[config.mk]
export PLATFORM = sky130hd
export DESIGN_NAME = cpu_ctrl_fsm_flat
export DESIGN_NICKNAME = d
export VERILOG_FILES = /design/src/rtl/cpu_ctrl_pkg.sv /design/src/rtl/cpu_ctrl_fsm_if.sv /design/src/rtl/reg_sel_dec.sv /design/src/rtl/cpu_ctrl_fsm.sv /design/src/flat_wrapper.sv
export SDC_FILE = /design/constraint.sdc
export NUM_CORES = 1
export LEC_CHECK = 0
export CAP_MARGIN = 20
export CORE_AREA = 2 2 50 52
export CTS_BUF_LIST = sky130_fd_sc_hd__clkbuf_4 sky130_fd_sc_hd__clkbuf_8 sky130_fd_sc_hd__clkbuf_16
export DETAILED_ROUTE_END_ITERATION = 8
export DIE_AREA = 0 0 52 54
export HOLD_SLACK_MARGIN = 0.12
export PLACE_DENSITY = 0.78
export SETUP_SLACK_MARGIN = 0.4
export SYNTH_ARGS = -nofsm -noshare
export SYNTH_HDL_FRONTEND = slang
export SYNTH_SLANG_ARGS = --single-unit
export TNS_END_PERCENT = 100
[constraint.sdc]
create_clock -name clk -period 1.8 [get_ports clk]
set_input_delay 0.36 -clock clk [delete_from_list [all_inputs] [get_ports clk]]
set_output_delay 0.36 -clock clk [all_outputs]
set_load 0.05 [all_outputs]
[src/rtl/cpu_ctrl_pkg.sv]
// Shared types for the multicycle CPU control FSM: state encoding, opcodes,
// ALU operation codes and the opcode-to-ALU mapping.
package cpu_ctrl_pkg;

  typedef enum logic [2:0] {
    S_IDLE   = 3'd0,
    S_DECODE = 3'd1,
    S_MV     = 3'd2,
    S_MVI    = 3'd3,
    S_ALU1   = 3'd4,
    S_ALU2   = 3'd5,
    S_ALU3   = 3'd6,
    S_ERR    = 3'd7
  } state_t;

  typedef enum logic [2:0] {
    OP_MV   = 3'b000,
    OP_MVI  = 3'b001,
    OP_ADD  = 3'b010,
    OP_SUB  = 3'b011,
    OP_AND  = 3'b100,
    OP_MVNZ = 3'b101
  } opcode_t;

  typedef enum logic [1:0] {
    ALU_ADD = 2'b00,
    ALU_SUB = 2'b01,
    ALU_AND = 2'b10
  } alu_op_t;

  // ALU opcodes are contiguous from 010, so subtracting 2 yields the ALU code.
  function automatic alu_op_t alu_op_of(input logic [2:0] op);
    logic [1:0] w_code;
    w_code = op[1:0] - 2'b10;
    return alu_op_t'(w_code);
  endfunction

endpackage

[src/rtl/cpu_ctrl_fsm_if.sv]
// Control bundle between the FSM (slave side) and its datapath/driver (master side).
// Inputs run/DIN/g_nz are sampled on the rising clock; all strobes are level outputs.
interface cpu_ctrl_fsm_if
  import cpu_ctrl_pkg::*;
#(
  parameter int REG_N = 8
);
  localparam int RW = $clog2(REG_N);
  localparam int IW = 3 + 2 * RW;

  logic             run;
  logic [IW-1:0]    DIN;
  logic             g_nz;
  logic [REG_N-1:0] r_in;
  logic [REG_N-1:0] r_out;
  logic             ir_in;
  logic             a_in;
  logic             g_in;
  logic             g_out;
  logic             din_out;
  alu_op_t          alu_op;
  logic             done;
  logic             busy;
  logic             illegal;
  logic [2:0]       state;

  modport slave (
    input  run, DIN, g_nz,
    output r_in, r_out, ir_in, a_in, g_in, g_out, din_out,
    output alu_op, done, busy, illegal, state
  );

  modport master (
    output run, DIN, g_nz,
    input  r_in, r_out, ir_in, a_in, g_in, g_out, din_out,
    input  alu_op, done, busy, illegal, state
  );

endinterface

[src/rtl/reg_sel_dec.sv]
// Binary register index to one-hot select.
module reg_sel_dec #(
  parameter int REG_N = 8,
  parameter int RW    = $clog2(REG_N)
) (
  input  logic [RW-1:0]    i_sel,
  output logic [REG_N-1:0] o_onehot
);

  always_comb begin
    o_onehot        = '0;
    o_onehot[i_sel] = 1'b1;
  end

endmodule

[src/rtl/cpu_ctrl_fsm.sv]
// Multicycle control FSM for a simple register-machine CPU: fetches an instruction
// word from DIN, then sequences mv/mvi/mvnz/add/sub/and with one-hot register strobes.
module cpu_ctrl_fsm
  import cpu_ctrl_pkg::*;
#(
  parameter int REG_N = 8
) (
  input logic              clk,
  input logic              rst,
  cpu_ctrl_fsm_if.slave    bus
);
  localparam int RW = $clog2(REG_N);
  localparam int IW = 3 + 2 * RW;

  state_t           r_state;
  logic [IW-1:0]    r_ir;

  opcode_t          w_opcode;
  logic [RW-1:0]    w_x;
  logic [RW-1:0]    w_y;
  logic [REG_N-1:0] w_x_oh;
  logic [REG_N-1:0] w_y_oh;
  logic             w_ir_in;
  logic             w_mv_en;

  assign w_opcode = opcode_t'(r_ir[IW-1 -: 3]);
  assign w_x      = r_ir[2*RW-1:RW];
  assign w_y      = r_ir[RW-1:0];
  // Gated by rst so no load strobe leaks out while reset is held with run high.
  assign w_ir_in  = (r_state == S_IDLE) && bus.run && rst;
  assign w_mv_en  = (w_opcode != OP_MVNZ) || bus.g_nz;

  reg_sel_dec #(.REG_N(REG_N), .RW(RW)) u_dec_x (.i_sel(w_x), .o_onehot(w_x_oh));
  reg_sel_dec #(.REG_N(REG_N), .RW(RW)) u_dec_y (.i_sel(w_y), .o_onehot(w_y_oh));

  always_ff @(posedge clk or negedge rst) begin
    if (!rst) begin
      r_state <= S_IDLE;
      r_ir    <= '0;
    end else begin
      if (w_ir_in) r_ir <= bus.DIN;
      case (r_state)
        S_IDLE:   if (bus.run) r_state <= S_DECODE;
        S_DECODE: begin
          case (w_opcode)
            OP_MV, OP_MVNZ:         r_state <= S_MV;
            OP_MVI:                 r_state <= S_MVI;
            OP_ADD, OP_SUB, OP_AND: r_state <= S_ALU1;
            default:                r_state <= S_ERR;
          endcase
        end
        S_ALU1:   r_state <= S_ALU2;
        S_ALU2:   r_state <= S_ALU3;
        default:  r_state <= S_IDLE;
      endcase
    end
  end

  always_comb begin
    bus.r_in    = '0;
    bus.r_out   = '0;
    bus.ir_in   = w_ir_in;
    bus.a_in    = 1'b0;
    bus.g_in    = 1'b0;
    bus.g_out   = 1'b0;
    bus.din_out = 1'b0;
    bus.alu_op  = ALU_ADD;
    bus.done    = 1'b0;
    bus.busy    = (r_state != S_IDLE);
    bus.illegal = 1'b0;
    bus.state   = r_state;
    case (r_state)
      S_MV: begin
        // mvnz still completes when G is zero; it just moves nothing.
        if (w_mv_en) begin
          bus.r_in  = w_x_oh;
          bus.r_out = w_y_oh;
        end
        bus.done = 1'b1;
      end
      S_MVI: begin
        bus.din_out = 1'b1;
        bus.r_in    = w_x_oh;
        bus.done    = 1'b1;
      end
      S_ALU1: begin
        bus.r_out = w_x_oh;
        bus.a_in  = 1'b1;
      end
      S_ALU2: begin
        bus.r_out  = w_y_oh;
        bus.g_in   = 1'b1;
        bus.alu_op = alu_op_of(r_ir[IW-1 -: 3]);
      end
      S_ALU3: begin
        bus.g_out = 1'b1;
        bus.r_in  = w_x_oh;
        bus.done  = 1'b1;
      end
      S_ERR: begin
        bus.illegal = 1'b1;
        bus.done    = 1'b1;
      end
      default: ;
    endcase
  end

endmodule

[src/flat_wrapper.sv]
// flat-port wrapper written by rule: the top's interface ports become plain ports
module cpu_ctrl_fsm_flat import cpu_ctrl_pkg::*;
#(
  parameter int REG_N = 8
)
  (clk, rst, bus_run, bus_DIN, bus_g_nz, bus_r_in, bus_r_out, bus_ir_in, bus_a_in, bus_g_in, bus_g_out, bus_din_out, bus_alu_op, bus_done, bus_busy, bus_illegal, bus_state);
  cpu_ctrl_fsm_if #(.REG_N(REG_N)) bus_i ();
  input logic clk;
  input logic rst;
  input wire logic [$bits(bus_i.run)-1:0] bus_run;
  input wire logic [$bits(bus_i.DIN)-1:0] bus_DIN;
  input wire logic [$bits(bus_i.g_nz)-1:0] bus_g_nz;
  output wire logic [$bits(bus_i.r_in)-1:0] bus_r_in;
  output wire logic [$bits(bus_i.r_out)-1:0] bus_r_out;
  output wire logic [$bits(bus_i.ir_in)-1:0] bus_ir_in;
  output wire logic [$bits(bus_i.a_in)-1:0] bus_a_in;
  output wire logic [$bits(bus_i.g_in)-1:0] bus_g_in;
  output wire logic [$bits(bus_i.g_out)-1:0] bus_g_out;
  output wire logic [$bits(bus_i.din_out)-1:0] bus_din_out;
  output wire logic [$bits(bus_i.alu_op)-1:0] bus_alu_op;
  output wire logic [$bits(bus_i.done)-1:0] bus_done;
  output wire logic [$bits(bus_i.busy)-1:0] bus_busy;
  output wire logic [$bits(bus_i.illegal)-1:0] bus_illegal;
  output wire logic [$bits(bus_i.state)-1:0] bus_state;
  assign bus_i.run = bus_run;
  assign bus_i.DIN = bus_DIN;
  assign bus_i.g_nz = bus_g_nz;
  assign bus_r_in = bus_i.r_in;
  assign bus_r_out = bus_i.r_out;
  assign bus_ir_in = bus_i.ir_in;
  assign bus_a_in = bus_i.a_in;
  assign bus_g_in = bus_i.g_in;
  assign bus_g_out = bus_i.g_out;
  assign bus_din_out = bus_i.din_out;
  assign bus_alu_op = bus_i.alu_op;
  assign bus_done = bus_i.done;
  assign bus_busy = bus_i.busy;
  assign bus_illegal = bus_i.illegal;
  assign bus_state = bus_i.state;
  cpu_ctrl_fsm #(.REG_N(REG_N)) u_core (.clk(clk), .rst(rst), .bus(bus_i));
endmodule
==> results_dict.tcl <==
set metrics [dict create \
    cts.sinks 12 \
    arrival_ns 1.70 \
    die_h_microns 54 \
    startpoint "u_core.bus.state[0]$_DFFE_PN0P_" \
    design_area_sq_um 2060 \
    synth_edf_count 0 \
    dp_cells 180 \
    grt_use_total 0.263 \
    power.total_w 0.00414 \
    synth_cell_types 30 \
    avgViaCountPerCell 5.60 \
    synth_ff_type "dfrtp_1" \
    drc 0 \
    layout-drive-gt1-share 0.663 \
    final_util 0.889 \
    cts_buffers 3 \
    rrSetupSlack_ns -0.10 \
    clock_latency_ns 0.29 \
    worst_slack_ns -0.255 \
    maxClockFrequency_ghz 0.487 \
    peakVddDrop_uv 1480 \
    start_util 0.371 \
    die-width_microns 52 \
    violations "setup timing" \
    end_kind "output pin" \
    crit_fanout 7 \
    first_global_vias 1077 \
    drt_wl_total_microns 4000 \
    rr_worst_depth 7 \
    grt_max_degree 13 \
    r2r-start "u_core.bus.state[2]$_DFFE_PN0P_" \
    path_clk_slew_ns 0.09 \
    grt.busiest_layer "met2" \
    num-fill-cells 97 \
    io_pins 42 \
    synth_top_area_frac 0.349 \
    cp-start-kind "register" \
    tritoncts "yes" \
    fin_crit_ns 2.06 \
    whs_ns 0.472 \
    power.density_nw_per_um2 2010 \
    clockBufferDepth 2 \
    portBuffers 41 \
    fp-row-count 18 \
    async_reset_ff_frac 1.00 \
    nets 180 \
    syn_area_sq_um 860 \
    max-slew-margin-rel 0.649 \
    dr.pass1.iters 5 \
    min_period_over_period 1.14 \
    status "finished with violations" \
    synth_most_common_cell "dfrtp_1" \
    hpwl_microns 2260 \
    timing.rr.end "u_core.r_ir[5]$_DFFE_PN0P_" \
    met1_usage 0.295 \
    slew_viol_final 0 \
    synth_area_leaders "dfrtp_1, mux2_2, nor3b_1" \
    area_growth_pct 140 \
    drv_cap 0 \
    root_buffer "clkbuf_4" \
    diodes 0 \
    h-tree-depth 1 \
    gp_congestion 0.812 \
    drtIter0Drc 26 \
    p_leak_nw 0.914 \
    worstPathRequired_ns 1.44 \
    yosys_warnings 0 \
    crit_end "bus_r_out[2]" \
    rsz0062_at_grt "yes" \
    antenna_left 0 \
    wl_per_cell_microns 20.4 \
    grt_pass1_wl_microns 5220 \
    grt_use_met2 0.475 \
    finalNonFillerCells 196 \
    synth.net_count 111 \
    via_count 1097 \
    dpl_cell_area_sq_um 1760 \
    grt-ovfl-total 0 \
    worstSetupPathType "register to output pin" \
    syn_inst 98 \
    min_path_type "input pin to asynchronous set/reset pin" \
    finalClockSkew_ns 0.00997 \
    antenna_found_initial 0 \
    synth.avg_cell_area_sq_um 8.77 \
    setup_viol 33 \
    grt_use_met3 0.0611 \
    synth_sequential_area_ratio 0.349 \
    die-area_sq_um 2810 \
    core-area_sq_um 2320 \
    synth-seq-cells 12 \
    synth_commonest_cells "dfrtp_1, nand2_1, mux2_2, nor2_1, nor3b_1" \
    final_hold_viol_count 0 \
    yosysTopAreaCell "dfrtp_1" \
    tightest_slew_ns 0.526 \
]
## report_power, final
part	switching [W]	internal, W	total, W	leakage [nW]
sequential	0.000280	0.000408	0.000688	0.141
combinational	0.00168	0.00157	0.00325	0.754
clock	0.000105	0.000101	0.000206	0.0184
total	0.00206	0.00208	0.00414	0.914
## area by class of cell
class	count	area, sq um	area share
Clock buffer	4	30.0	0.0146
Tap cell	30	37.5	0.0182
Sequential cell	12	304	0.147
Multi-Input combinational cell	74	763	0.370
Inverter	4	18.8	0.00910
Timing Repair Buffer	72	910	0.441
## worst min path at each step
stage | slack [ns] | from | endpoint
2_1_floorplan | 0.06 | rst | u_core.bus.state[0]$_DFFE_PN0P_
3_3_place_gp | 0.53 | u_core.r_ir[1]$_DFFE_PN0P_ | u_core.r_ir[1]$_DFFE_PN0P_
3_5_place_dp | 0.54 | u_core.r_ir[1]$_DFFE_PN0P_ | u_core.r_ir[1]$_DFFE_PN0P_
4_1_cts | 0.47 | rst | u_core.r_ir[4]$_DFFE_PN0P_
5_1_grt | 0.49 | rst | u_core.r_ir[4]$_DFFE_PN0P_
6_report | 0.47 | rst | u_core.bus.state[0]$_DFFE_PN0P_
## flip-flops by register name, indices dropped and copies added (netlist names)
name / cells
u_core.bus.state: 3
u_core.r_ir: 9
## per-stage QoR
stage / TNS [ns] / setup slack, ns
3_5_place_dp: -6.77 / -0.556
5_1_grt: -6.30 / -0.325
3_3_place_gp: -5.05 / -0.370
4_1_cts: -3.27 / -0.304
6_report: -4.94 / -0.255
2_1_floorplan: -6.47 / -0.442
## layout by cell type (no fill, tap or decap), types with 2 or more instances in the layout
cell / count
nand3_1: 5
dfrtp_1: 9
nand2_1: 8
a21oi_2: 2
nor2_1: 3
nand4_1: 2
and3_2: 2
nor2_2: 4
o21ai_0: 2
buf_6: 24
mux2_4: 9
o41ai_4: 4
clkbuf_4: 4
o21ai_2: 4
inv_1: 3
nor3b_2: 4
dfrtp_2: 3
and3b_1: 2
nor3b_1: 2
buf_12: 18
clkdlybuf4s50_1: 11
buf_4: 16
nor3_4: 2
## kinds of logic after synthesis
family          after synthesis  synth area share
simple gates                 48             0.341
flops                        12             0.349
mux                           9             0.118
buf+inv                      12            0.0626
compound gates               17             0.130
## worst max-delay path: stages (launching register included)
cell and delay, ns:
dfrtp_2 0.45, nor2_1 0.21, a31oi_4 0.13, buf_12 0.16, o41ai_4 0.27, buf_12 0.18
## per-layer routing
| layer | part of all wire | vias up |
|---|---|---|
| met5 | 0 | - |
| met4 | 0.031 | 0 |
| met3 | 0.042 | 17 |
| met2 | 0.54 | 46 |
| met1 | 0.39 | 540 |
| li1 | - | 494 |
## timing repair
action                                  CTS  global route
setup buffers                             6             5
pin swaps                                 9             8
hold buffers                              0             0
endpoints found under the setup margin   36            40
resized for setup                        32            12
cloned                                    0             1
Power figures use the tool's default switching activity.
==> RTL change (same settings) <==
Reset style: synchronous (`rst`), changed in one clocked block.
--- a/src/rtl/cpu_ctrl_fsm.sv
+++ b/src/rtl/cpu_ctrl_fsm.sv
@@ -34,5 +34,5 @@
   reg_sel_dec #(.REG_N(REG_N), .RW(RW)) u_dec_y (.i_sel(w_y), .o_onehot(w_y_oh));
 
-  always_ff @(posedge clk or negedge rst) begin
+  always_ff @(posedge clk) begin
     if (!rst) begin
       r_state <= S_IDLE;
Behaviour: differs if rst is asserted again (counterexample within 4 cycles, from zero or initial values and one cycle with rst low); with rst held inactive, the same outputs for 10 cycles.
==> RTL change against the original RTL <==
The flow still finishes with violations (negative setup slack). Critical path depth rose by 2. Sequential cell count stayed put. Synthesized area decreased by 0.29%. Global-route usage rose by 2.1 points. Design area rose by 1.9%. Fmax rose by 1.3%. Register-to-register slack gained 520 ps. Synthesized cell count rose by 21%. Wire length up 10%. Worst setup slack improved by 26 ps. Critical endpoint is now bus_r_in[4]. Highest routed layer unchanged.
Power is left out: it rests on default switching activity, and per cell area and clock period it moved more than threefold.
==> RTL change: results (changes against the original RTL) <==
.. list-table::
   :header-rows: 1

   * - Metric
     - Value
   * - Outcome
     - finished, violations left
   * - Violated checks
     - negative setup slack
   * - Fraction of layout cells with a size suffix above 1
     - 0.614 (-0.0489)
   * - Via-per-instance ratio
     - 5.76 (+2.9%)
   * - Capture point of the worst path
     - bus_r_in[4]
   * - Number of failing setup endpoints in the final timing report
     - 20 (-39%)
   * - Met2 routing resource usage after global routing
     - 0.508 (+0.0338)
   * - Arrival time of the worst setup path
     - 1670 ps (-30 ps)
   * - Synth area leaders
     - sky130_fd_sc_hd__dfxtp_1, sky130_fd_sc_hd__nand3_1, sky130_fd_sc_hd__o21ai_0, sky130_fd_sc_hd__nand2_1, sky130_fd_sc_hd__o41ai_1
   * - Tightest hold margin
     - 601 ps (+129 ps)
   * - Worst setup skew after layout
     - 6.25 ps (-3.72 ps)
   * - Crit path setup slack, layout
     - -229 ps (+26.1 ps)
   * - Pre-CTS worst setup slack
     - -410 ps (+146 ps)
   * - Cell with the largest stage delay on the worst path
     - sky130_fd_sc_hd__dfxtp_4
   * - First element of the critical path
     - u_core.bus.state[2]$_SDFFE_PN0P_
   * - Routed metal-1 wire length
     - 1.66 mm (+7.6%)
   * - Weighted congestion at the end of routability-driven global placement
     - 0.764 (-5.9%)
   * - Pin slew with the least headroom to its limit
     - 373 ps (-153 ps)
   * - Number of fillers in the final layout
     - 88 (-9.3%)
   * - Number of search-and-repair iterations in the first detailed-routing pass
     - 4 (-1)
   * - Largest net degree at the start of global routing
     - 20 (+7)
   * - Iter 0 DRT Violations
     - 37 (+42%)
   * - Reg-to-reg endpoint
     - u_core.r_ir[3]$_SDFFE_PN0P_
   * - Critical path's top delay family
     - buffers and inverters
   * - Met3 track demand over resource in global routing
     - 0.0222 (-0.0389)
   * - DP Cell Count
     - 198 (+10%)
   * - Post-synthesis async set-or-reset flop share
     - 0 (-1.00)
   * - Latest clock arrival within the worst-skew pair
     - 270 ps (-20 ps)
   * - Leading cell types by count after synthesis
     - sky130_fd_sc_hd__nand2_1, sky130_fd_sc_hd__nand3_1, sky130_fd_sc_hd__o21ai_0
   * - Wire length after detailed routing
     - 4.41 mm (+10%)
   * - Total Negative Setup Slacks
     - -2570 ps (+2380 ps)
   * - Cell area after placement
     - 1730 um^2 (-2.1%)
==> RTL change: changes by cell type in the layout (fill, tap and decap cells not counted), sizes merged, moves of 5 or more <==
cell / change
dfxtp: +12
buf: +5
dfrtp: -12
o21ai: +8
nand3: +10
nand2: +8
mux2: -9
==> RTL change: cell type report <==
| class | count | area, um^2 | area share |
|---|---|---|---|
| Tap cell | 30 | 37.5 | 0.0178 |
| Inverter | 4 | 18.8 | 0.00892 |
| Timing Repair Buffer | 76 | 915 | 0.435 |
| Clock buffer | 4 | 30.0 | 0.0143 |
| Multi-Input combinational cell | 93 | 843 | 0.401 |
| Sequential cell | 12 | 259 | 0.123 |
==> RTL change: cell families after synthesis <==
kind of cell           after synthesis  synth area share
AND/OR/NAND/NOR                     67             0.442
AO/OA/AOI/OAI                       26             0.193
buffers and inverters               14            0.0847
flip-flops                          12             0.280
==> RTL change: what timing repair did <==
item | in CTS | in global routing
pin swaps | 18 | 15
gates resized for setup | 40 | 17
endpoints found under the setup margin | 28 | 31
setup buffers | 11 | 6
